<file path="src/rtl/cover_pkg.sv">
// cover_pkg: shared types and helpers for the toggle-coverage report scheduler.
//   COVER_IDX_W / cover_idx_t : width and type of a global coverage index.
//   COVER_MAX_W               : widest hit vector cover_popcount() accepts.
//   cover_popcount()          : population count of a zero-extended hit vector.
package cover_pkg;

    localparam int unsigned COVER_IDX_W = 64;
    localparam int unsigned COVER_MAX_W = 1024;

    typedef logic [COVER_IDX_W-1:0] cover_idx_t;

    // Callers zero-extend their WIDTH-bit vector to COVER_MAX_W bits.
    function automatic int unsigned cover_popcount(input logic [COVER_MAX_W-1:0] v);
        int unsigned n;
        n = 0;
        for (int i = 0; i < int'(COVER_MAX_W); i++) begin
            n = n + {31'b0, v[i]};
        end
        return n;
    endfunction

endpackage

</file>
<file path="src/rtl/cover_toggle_sched_if.sv">
// cover_toggle_sched_if: coverage report channel (valid/ready).
//   report_valid : event available (driven by the scheduler)
//   report_index : global coverage index of the event (driven by the scheduler)
//   report_ready : sink accepts the event (driven by the sink)
// Modports: master = scheduler side, slave = sink side.
interface cover_toggle_sched_if;
    import cover_pkg::*;

    logic       report_valid;
    cover_idx_t report_index;
    logic       report_ready;

    modport master (output report_valid, output report_index, input report_ready);
    modport slave  (input report_valid, input report_index, output report_ready);

endinterface

</file>
<file path="src/rtl/cover_pri_enc.sv">
// cover_pri_enc: combinational lowest-set-bit encoder.
//   vec   in  WIDTH   request vector
//   found out 1       any bit set in vec
//   idx   out IDX_W   position of the lowest set bit (0 when none)
//   mask  out WIDTH   one-hot mask of that bit (0 when none)
module cover_pri_enc #(
    parameter int unsigned WIDTH = 29,
    parameter int unsigned IDX_W = (WIDTH > 1) ? $clog2(WIDTH) : 1
) (
    input  logic [WIDTH-1:0] vec,
    output logic             found,
    output logic [IDX_W-1:0] idx,
    output logic [WIDTH-1:0] mask
);

    always_comb begin
        found = 1'b0;
        idx   = '0;
        mask  = '0;
        for (int i = 0; i < int'(WIDTH); i++) begin
            if (vec[i] && !found) begin
                found   = 1'b1;
                idx     = IDX_W'(i);
                mask[i] = 1'b1;
            end
        end
    end

endmodule

</file>
<file path="src/rtl/cover_toggle_sched.sv">
// cover_toggle_sched: deduplicates toggle-coverage hits and serialises first hits onto a
// single valid/ready report channel, lowest bit first.
//   clock        in   sole clock, posedge
//   reset        in   asynchronous, active-low
//   valid        in   WIDTH per-point hit strobes
//   enable       in   sampling enable (draining continues while low)
//   clear_seen   in   re-arm all points
//   rpt          if   report channel (master): report_valid/report_index out, report_ready in
//   busy         out  pending events exist or a report is held
//   hit_count    out  distinct points seen since reset or clear
//   stall_cycles out  cycles with report_valid && !report_ready, saturating
//                     (only with COVER_SCHED_STALL_STATS_EN defined)
// Optional feature macro: COVER_SCHED_STALL_STATS_EN.
module cover_toggle_sched
    import cover_pkg::*;
#(
    parameter int unsigned      WIDTH       = 29,
    parameter longint unsigned  COVER_INDEX = 0,
    parameter longint unsigned  COVER_TOTAL = 8940
) (
    input  logic                       clock,
    input  logic                       reset,
    input  logic [WIDTH-1:0]           valid,
    input  logic                       enable,
    input  logic                       clear_seen,
    cover_toggle_sched_if.master       rpt,
    output logic                       busy,
`ifdef COVER_SCHED_STALL_STATS_EN
    output logic [31:0]                stall_cycles,
`endif
    output logic [$clog2(WIDTH+1)-1:0] hit_count
);

    localparam int unsigned CNT_W = $clog2(WIDTH + 1);
    localparam int unsigned IDX_W = (WIDTH > 1) ? $clog2(WIDTH) : 1;

    if (COVER_INDEX + WIDTH > COVER_TOTAL) begin : g_bad_range
        $error("cover_toggle_sched: COVER_INDEX + WIDTH exceeds COVER_TOTAL");
    end
    if (WIDTH > COVER_MAX_W) begin : g_bad_width
        $error("cover_toggle_sched: WIDTH exceeds COVER_MAX_W");
    end

    logic [WIDTH-1:0] seen_q, seen_d;
    logic [WIDTH-1:0] pending_q, pending_d;
    logic             report_valid_q, report_valid_d;
    cover_idx_t       report_index_q, report_index_d;
    logic [CNT_W-1:0] hit_count_q, hit_count_d;

    logic [WIDTH-1:0] new_hits;
    logic             sample;
    logic             load;
    logic             enc_found;
    logic [IDX_W-1:0] enc_idx;
    logic [WIDTH-1:0] enc_mask;

    cover_pri_enc #(
        .WIDTH (WIDTH),
        .IDX_W (IDX_W)
    ) u_pri_enc (
        .vec   (pending_q),
        .found (enc_found),
        .idx   (enc_idx),
        .mask  (enc_mask)
    );

    // pending is always a subset of seen, so masking by seen also drops pending repeats.
    assign new_hits = valid & ~seen_q;
    assign sample   = enable && !clear_seen;
    assign load     = !report_valid_q || rpt.report_ready;

    always_comb begin
        seen_d         = seen_q;
        pending_d      = pending_q;
        hit_count_d    = hit_count_q;
        report_valid_d = report_valid_q;
        report_index_d = report_index_q;

        if (load) begin
            if (enc_found) begin
                report_valid_d = 1'b1;
                report_index_d = COVER_INDEX + cover_idx_t'(enc_idx);
                pending_d      = pending_q & ~enc_mask;
            end else begin
                report_valid_d = 1'b0;
            end
        end

        // The bit retired above is already seen, so it can never collide with new_hits.
        if (clear_seen) begin
            seen_d      = '0;
            pending_d   = '0;
            hit_count_d = '0;
        end else if (sample) begin
            seen_d      = seen_q | new_hits;
            pending_d   = pending_d | new_hits;
            hit_count_d = hit_count_q + CNT_W'(cover_popcount(COVER_MAX_W'(new_hits)));
        end
    end

    always_ff @(posedge clock or negedge reset) begin
        if (!reset) begin
            seen_q         <= '0;
            pending_q      <= '0;
            hit_count_q    <= '0;
            report_valid_q <= 1'b0;
            report_index_q <= '0;
        end else begin
            seen_q         <= seen_d;
            pending_q      <= pending_d;
            hit_count_q    <= hit_count_d;
            report_valid_q <= report_valid_d;
            report_index_q <= report_index_d;
        end
    end

    assign rpt.report_valid = report_valid_q;
    assign rpt.report_index = report_index_q;
    assign busy             = (|pending_q) || report_valid_q;
    assign hit_count        = hit_count_q;

`ifdef COVER_SCHED_STALL_STATS_EN
    logic [31:0] stall_q, stall_d;

    always_comb begin
        stall_d = stall_q;
        if (clear_seen) begin
            stall_d = '0;
        end else if (report_valid_q && !rpt.report_ready && (stall_q != 32'hFFFF_FFFF)) begin
            stall_d = stall_q + 32'd1;
        end
    end

    always_ff @(posedge clock or negedge reset) begin
        if (!reset) begin
            stall_q <= '0;
        end else begin
            stall_q <= stall_d;
        end
    end

    assign stall_cycles = stall_q;
`endif

endmodule

</file>
<file path="src/flat_wrapper.sv">
// flat-port wrapper written by rule: the top's interface ports become plain ports
module cover_toggle_sched_flat import cover_pkg::*;
#(
    parameter int unsigned      WIDTH       = 29,
    parameter longint unsigned  COVER_INDEX = 0,
    parameter longint unsigned  COVER_TOTAL = 8940
)
  (clock, reset, valid, enable, clear_seen, busy, hit_count, rpt_report_valid, rpt_report_index, rpt_report_ready);
  cover_toggle_sched_if rpt_i ();
  input  logic clock;
  input  logic reset;
  input  logic [WIDTH-1:0] valid;
  input  logic enable;
  input  logic clear_seen;
  output logic busy;
  output logic [$clog2(WIDTH+1)-1:0] hit_count;
  output wire logic [$bits(rpt_i.report_valid)-1:0] rpt_report_valid;
  output wire logic [$bits(rpt_i.report_index)-1:0] rpt_report_index;
  input wire logic [$bits(rpt_i.report_ready)-1:0] rpt_report_ready;
  assign rpt_report_valid = rpt_i.report_valid;
  assign rpt_report_index = rpt_i.report_index;
  assign rpt_i.report_ready = rpt_report_ready;
  cover_toggle_sched #(.WIDTH(WIDTH), .COVER_INDEX(COVER_INDEX), .COVER_TOTAL(COVER_TOTAL)) u_core (.clock(clock), .reset(reset), .valid(valid), .enable(enable), .clear_seen(clear_seen), .rpt(rpt_i), .busy(busy), .hit_count(hit_count));
endmodule
</file>
<file path="config.mk">
export PLATFORM = sky130hd
export DESIGN_NAME = cover_toggle_sched_flat
export DESIGN_NICKNAME = d
export VERILOG_FILES = /design/src/rtl/cover_pkg.sv /design/src/rtl/cover_toggle_sched_if.sv /design/src/rtl/cover_pri_enc.sv /design/src/rtl/cover_toggle_sched.sv /design/src/flat_wrapper.sv
export SDC_FILE = /design/constraint.sdc
export NUM_CORES = 1
export LEC_CHECK = 0
export CORE_MARGIN = 2
export CORE_UTILIZATION = 50
export DETAILED_ROUTE_END_ITERATION = 12
export PLACE_DENSITY = 0.79
export SKIP_LAST_GASP = 1
export SLEW_MARGIN = 30
export SYNTH_ARGS = -nofsm -noshare
export SYNTH_HDL_FRONTEND = slang
export SYNTH_SLANG_ARGS = --single-unit
</file>
<file path="constraint.sdc">
create_clock -name clock -period 17.4 [get_ports clock]
set_input_delay 4.35 -clock clock [delete_from_list [all_inputs] [get_ports clock]]
set_output_delay 4.35 -clock clock [all_outputs]
set_load 0.01 [all_outputs]
</file>
# After elaboration in Yosys (flattened, before gate mapping)
# Index checks and enable logic that the tools add are counted.
totals:
  reg_bits: 69
  latch_bits: 0
  ram_bits: 0
  rom_bits: 0
  output_inout_bits: 71
  n_memories: 0
op_classes:
  addsub: 29
  n_mul: 0
  n_div: 0
  order_cmp: 0
  eq_ne: 0
  shifts: 0
  mux: 94
  bitwise: 6
  reduce_logical: 64
ops:
  columns: ["cell", "n"]
  rows:
  - ["2-to-1 mux 29 bit", 6]
  - ["2-to-1 mux 5 bit", 29]
  - ["adder 5 x 1 -> 5 bit", 27]
  - ["2-to-1 mux 1 bit", 59]
  - ["bitwise AND 29 bit", 2]
  - ["inverter 29 bit", 2]
  - ["bitwise OR 29 bit", 2]
  - ["zero test 1 bit", 30]
  - ["logical AND 1 bit", 29]
  - ["OR reduction 29 bit", 1]
  - ["adder 5 bit", 1]
  - ["adder 1 x 1 -> 2 bit", 1]
  - ["logical OR 1 bit", 2]
  - ["AND reduction 2 bit", 1]
  - ["nonzero test 2 bit", 1]

# Depth between registers and ports, before layout
logic_depth:
  depth_word: 92
  ltp_mapped: 18
  depth_no_buf: 18

# Hierarchy
# Synthesis repeated with hierarchy kept, for this count alone.
unflattened:
  hier_cells: 582
  hier_area_um2: 4938.5
by_module_without_submodules:
  columns: ["mod", "n_inst", "cells_per_inst", "area_per_inst_um2", "seq_area_each_um2"]
  rows:
  - ["cover_toggle_sched", 1, 480, 4294.1, 1726.7]
  - ["cover_pri_enc", 1, 102, 644.4, 0.0]

# Worst setup path after synthesis
# No wires, ideal clock.
synth_timing:
  path_kind: "input -> register"
  startpoint: "input valid[0]"
  endpoint: "register u_core.hit_count_q[4], in the netlist u_core.hit_count[4]"
  setup_ns: 0.125
  arrival_time_ns: 9.457
  required_ns: 17.275
  setup_slack_ns: 7.819
  path_stages: 16
  n_path_buf: 0
  path_cell_list: "nor2b_1 -> ha_1 -> inv_1 -> fa_1 -> fa_1 -> fa_1 -> fa_1 -> fa_1 -> fa_1 -> fa_1 -> fa_1 -> nor2b_1 -> o21a_1 -> nor3_1 -> o21ai_0 -> mux2_2"
synth_via:
  elab_chain_cells: 32
synth_rtl:
  columns: ["item", "line", "rtl"]
  rows:
  - ["from (decl)", "flat_wrapper.sv:12", "input logic [WIDTH-1:0] valid;"]
  - ["bitwise AND 29 bit", "cover_toggle_sched.sv:68", "assign new_hits = valid & ~seen_q;"]
  - ["adder 1 x 1 -> 2 bit", "cover_pkg.sv:17", "n = n + {31'b0, v[i]};"]
  - ["adder 5 x 1 -> 5 bit (27 in series)", "cover_pkg.sv:17", null]
  - ["adder 5 bit", "cover_toggle_sched.sv:97", "hit_count_d = hit_count_q + CNT_W'(cover_popcount(COVER_MAX_W'(new_hits)));"]
  - ["2-to-1 mux 5 bit", "cover_toggle_sched.sv:94", "end else if (sample) begin"]
  - ["2-to-1 mux 5 bit", "cover_toggle_sched.sv:90", "if (clear_seen) begin"]
  - ["to (signal assigned)", "cover_toggle_sched.sv:111", "hit_count_q <= hit_count_d;"]
  - ["to (decl)", "cover_toggle_sched.sv:48", "logic [CNT_W-1:0] hit_count_q, hit_count_d;"]
# No other way between the ends. The select of a mux whose other input is x is not followed.
# A chain may end at the register's enable or synchronous reset.

# Worst setup path after layout
layout_timing:
  startpoint: "input valid[1]"
  endpoint: "register u_core.hit_count_q[4], in the netlist u_core.hit_count[4]"
# The elaborated chain is that of the path after synthesis.

==> run_results.csv <==
group,metric,value,unit
pwr,p_int,0.485,mW
layout,nets,600,
layout,num-fill-cells,776,
place,io_buffer_count,45,
floorplanning,design.die.area,0.0101,mm^2
worst_setup_path,crit_end,"u_core.hit_count[4]",
synthesis,ys_types,47,
pwr,p_clk_share,19.1,%
layout,seq_area,0.00173,mm^2
floorplanning,die_w,100,um
timing,finalClockSkew,7.42,ps
timing,setup_viol_count_final,0,
worst_setup_path,reg2reg_from,"u_core.seen_q[0]",
floorplanning,core_area,0.00911,mm^2
synthesis,synthesis.instances,490,
grt,grt_max_degree,70,
worst_setup_path,reg2reg_depth,16,
clocking,postCtsResizedCells,0,
synthesis,ys.warnings.count,0,
routing,ant_nets,0,
synthesis,ys_ff_latch,69,
layout,drive_above_1_share,5.42,%
pwr,leakage,2.38,nW
clocking,cts-buffers-inserted,9,
clocking,clk_path_buf_depth,2,
timing,fin_tns_setup,0,ps
worst_setup_path,startpoint,"valid[1]",
synthesis,avgSynthCellArea,9.49,um^2
routing,wl,9.28,mm
floorplanning,io_pins,105,
grt,grt_pass1_wl,15.4,mm
clocking,cts.clk_slew.worst_paths,70,ps
routing,vias_per_cell,5.29,
grt,grt.overflow.total,0,
routing,num_vias,3416,
clocking,post_cts_buffers,0,
synthesis,ys.flop_type,"dfrtp_1",
synthesis,ys_seq_area_share,37.1,%
timing,fin_ws,7510,ps
grt,first_global_vias,3256,
min_path,hold_path_depth,2,
timing,fmax,101,MHz
pwr,power-per-cell-area,153,mW/mm^2
timing,slew_viol_final,0,
timing,rsz0062_at_grt,"no",
place,gp_congestion,0.835,
floorplanning,die_h,100,um
timing,worst_pin_slew,655,ps
timing,slew_headroom,55.9,%
floorplanning,rows,35,
worst_setup_path,crit_fanout,3,
worst_setup_path,worstSetupPathType,"in2reg",
timing,finalHoldViolations,0,
synthesis,syn-cell-area,0.00465,mm^2
timing,finalCritPeriodShare,56.8,%
pwr,switching_share,38.9,%
worst_setup_path,required,17650,ps
grt,antenna_found_initial,0,
synthesis,async_flop_share,100,%
place,dp_hpwl,6.73,mm
routing,drt_iter0_drc,291,
layout,multi_input_area,0.00252,mm^2
layout,layout_commonest_cell,"dfrtp_1",
layout,final_cell_mix,"69 x dfrtp_1, 63 x a21oi_1, 59 x conb_1, 50 x nor2_1, 42 x clkdlybuf4s50_1",
worst_setup_path,crit_arrival,10140,ps
min_path,hp-start,"u_core.rpt.report_index[1]",
layout,areaGrowthSynthToFinish,11.6,%
place,pre_cts_ws,7100,ps
flow_run,drv_cap,0,
clocking,h-tree-depth,3,
routing,dr.pass1.iters,4,
grt,grt_usage,19.5,%
clocking,insertion_delay,360,ps
pwr,power_frac_comb,56.8,%
clocking,cts_tree,"built",
pwr,ir_worst_vdd,0.232,mV
timing,min_period,9890,ps
pwr,p_sw,0.309,mW
layout,antennaDiodeCount,0,
routing,wl_per_cell,14.4,um
clocking,cts-root-buf,"clkbuf_8",
status,status,"completed",
worst_setup_path,rr_endpoint,"u_core.hit_count[4]",
synthesis,synth_edf_count,0,
routing,drc,0,
worst_setup_path,cp-start-kind,"input pin",
clocking,cts_num_sinks,69,
clocking,hold_buffers,0,
pwr,seq_power_share,24.0,%
floorplanning,initial_utilization,51.0,%
worst_setup_path,end_kind,"register",
worst_setup_path,regToRegSetupSlack,11660,ps
min_path,hp-class,"reg2reg",
## critical path: stages
cell and delay [ps]:
clkdlybuf4s50_1 440, nor2b_1 150, ha_1 260, inv_1 50, fa_1 560, fa_1 460, fa_1 530, fa_1 520
fa_1 520, fa_1 520, fa_1 470, fa_1 430, nor2b_1 150, o21a_1 140, nor3_1 50, o21ai_0 180
mux2_2 350
## synthesized netlist by cell type (2+ instances only)
cell type | n | area [um^2]
a211oi_1 | 3 | 22.5
a21o_1 | 2 | 15.0
a21oi_1 | 63 | 315
a32o_1 | 2 | 20.0
and4_1 | 2 | 17.5
buf_1 | 2 | 7.51
buf_4 | 62 | 465
clkbuf_1 | 12 | 45.0
dfrtp_1 | 69 | 1730
fa_1 | 22 | 440
ha_1 | 14 | 175
inv_1 | 27 | 101
mux2i_1 | 2 | 20.0
nand2_1 | 11 | 41.3
nand2b_1 | 25 | 156
nand3_1 | 2 | 10.0
nand3b_1 | 27 | 203
nor2_1 | 50 | 188
nor2b_1 | 17 | 106
nor3_1 | 9 | 45.0
nor4_1 | 3 | 18.8
nor4_4 | 3 | 63.8
o21a_1 | 3 | 22.5
o21ai_0 | 15 | 75.1
o21bai_1 | 2 | 15.0
o31ai_1 | 10 | 75.1
o41ai_1 | 6 | 52.6
or3_1 | 3 | 18.8
xnor2_1 | 4 | 35.0
## per-layer routing
layer	wire length, um	up-vias	part of all wire [%]	GRT usage, %
met5	0	-	0	0
met4	196	0	2.1	7.17
met3	383	17	4.1	2.79
met2	4460	105	48	31.7
met1	4250	1652	46	26.7
li1	-	1642	-	-
## cells by family after synthesis
kind of cell	after synthesis	share of synthesized area (%)
XOR/XNOR	4	0.753
buffers and inverters	104	13.4
adder cells (fa/ha/maj)	36	13.2
AO/OA/AOI/OAI	117	15.2
multiplexers	3	0.673
other	1	0.0807
flip-flops	69	37.1
AND/OR/NAND/NOR	156	19.5
## final cells by class
cell class	instances	area share, %
inverters	27	1.95
clock inverters	3	1.30
flip-flops and latches	69	33.3
clock buffers	13	3.06
repair buffers	48	9.26
multi-input cells	375	48.5
well taps	111	2.68
## through the flow
step           hold slack, ps  cells  total power, mW  area [um^2]  utilization [%]
6_report                  488    646            0.793         5190             57.0
5_1_grt                   533    646            0.871         5190             57.0
4_1_cts                   494    645            0.801         5160             56.6
3_5_place_dp              476    629            0.644         4930             54.2
3_3_place_gp              469    629            0.622         4930             54.2
2_1_floorplan             454    548            0.542         4870                -
## power by group through the flow
| stage | Clock, mW | Combinational (mW) | Sequential (mW) |
|---|---|---|---|
| 2_1_floorplan | 0 | 0.349 | 0.193 |
| 3_3_place_gp | 0 | 0.429 | 0.193 |
| 3_5_place_dp | 0 | 0.450 | 0.194 |
| 4_1_cts | 0.153 | 0.457 | 0.191 |
| 5_1_grt | 0.159 | 0.519 | 0.193 |
| 6_report | 0.152 | 0.451 | 0.191 |
## worst min path at each step
stage | to | slack [ps]
6_report | u_core.rpt.report_index[1] | 490
3_5_place_dp | u_core.seen_q[11] | 480
2_1_floorplan | u_core.seen_q[11] | 450
3_3_place_gp | u_core.seen_q[5] | 470
4_1_cts | u_core.seen_q[11] | 490
5_1_grt | u_core.seen_q[5] | 530
## registers in the layout, indices dropped and copies added (netlist names)
signal,flops
u_core.hit_count,5
u_core.rpt.report_index,5
u_core.rpt.report_valid,1
u_core.seen_q,29
u_core.pending_q,29
No activity file was read; power rests on OpenSTA's default activity.
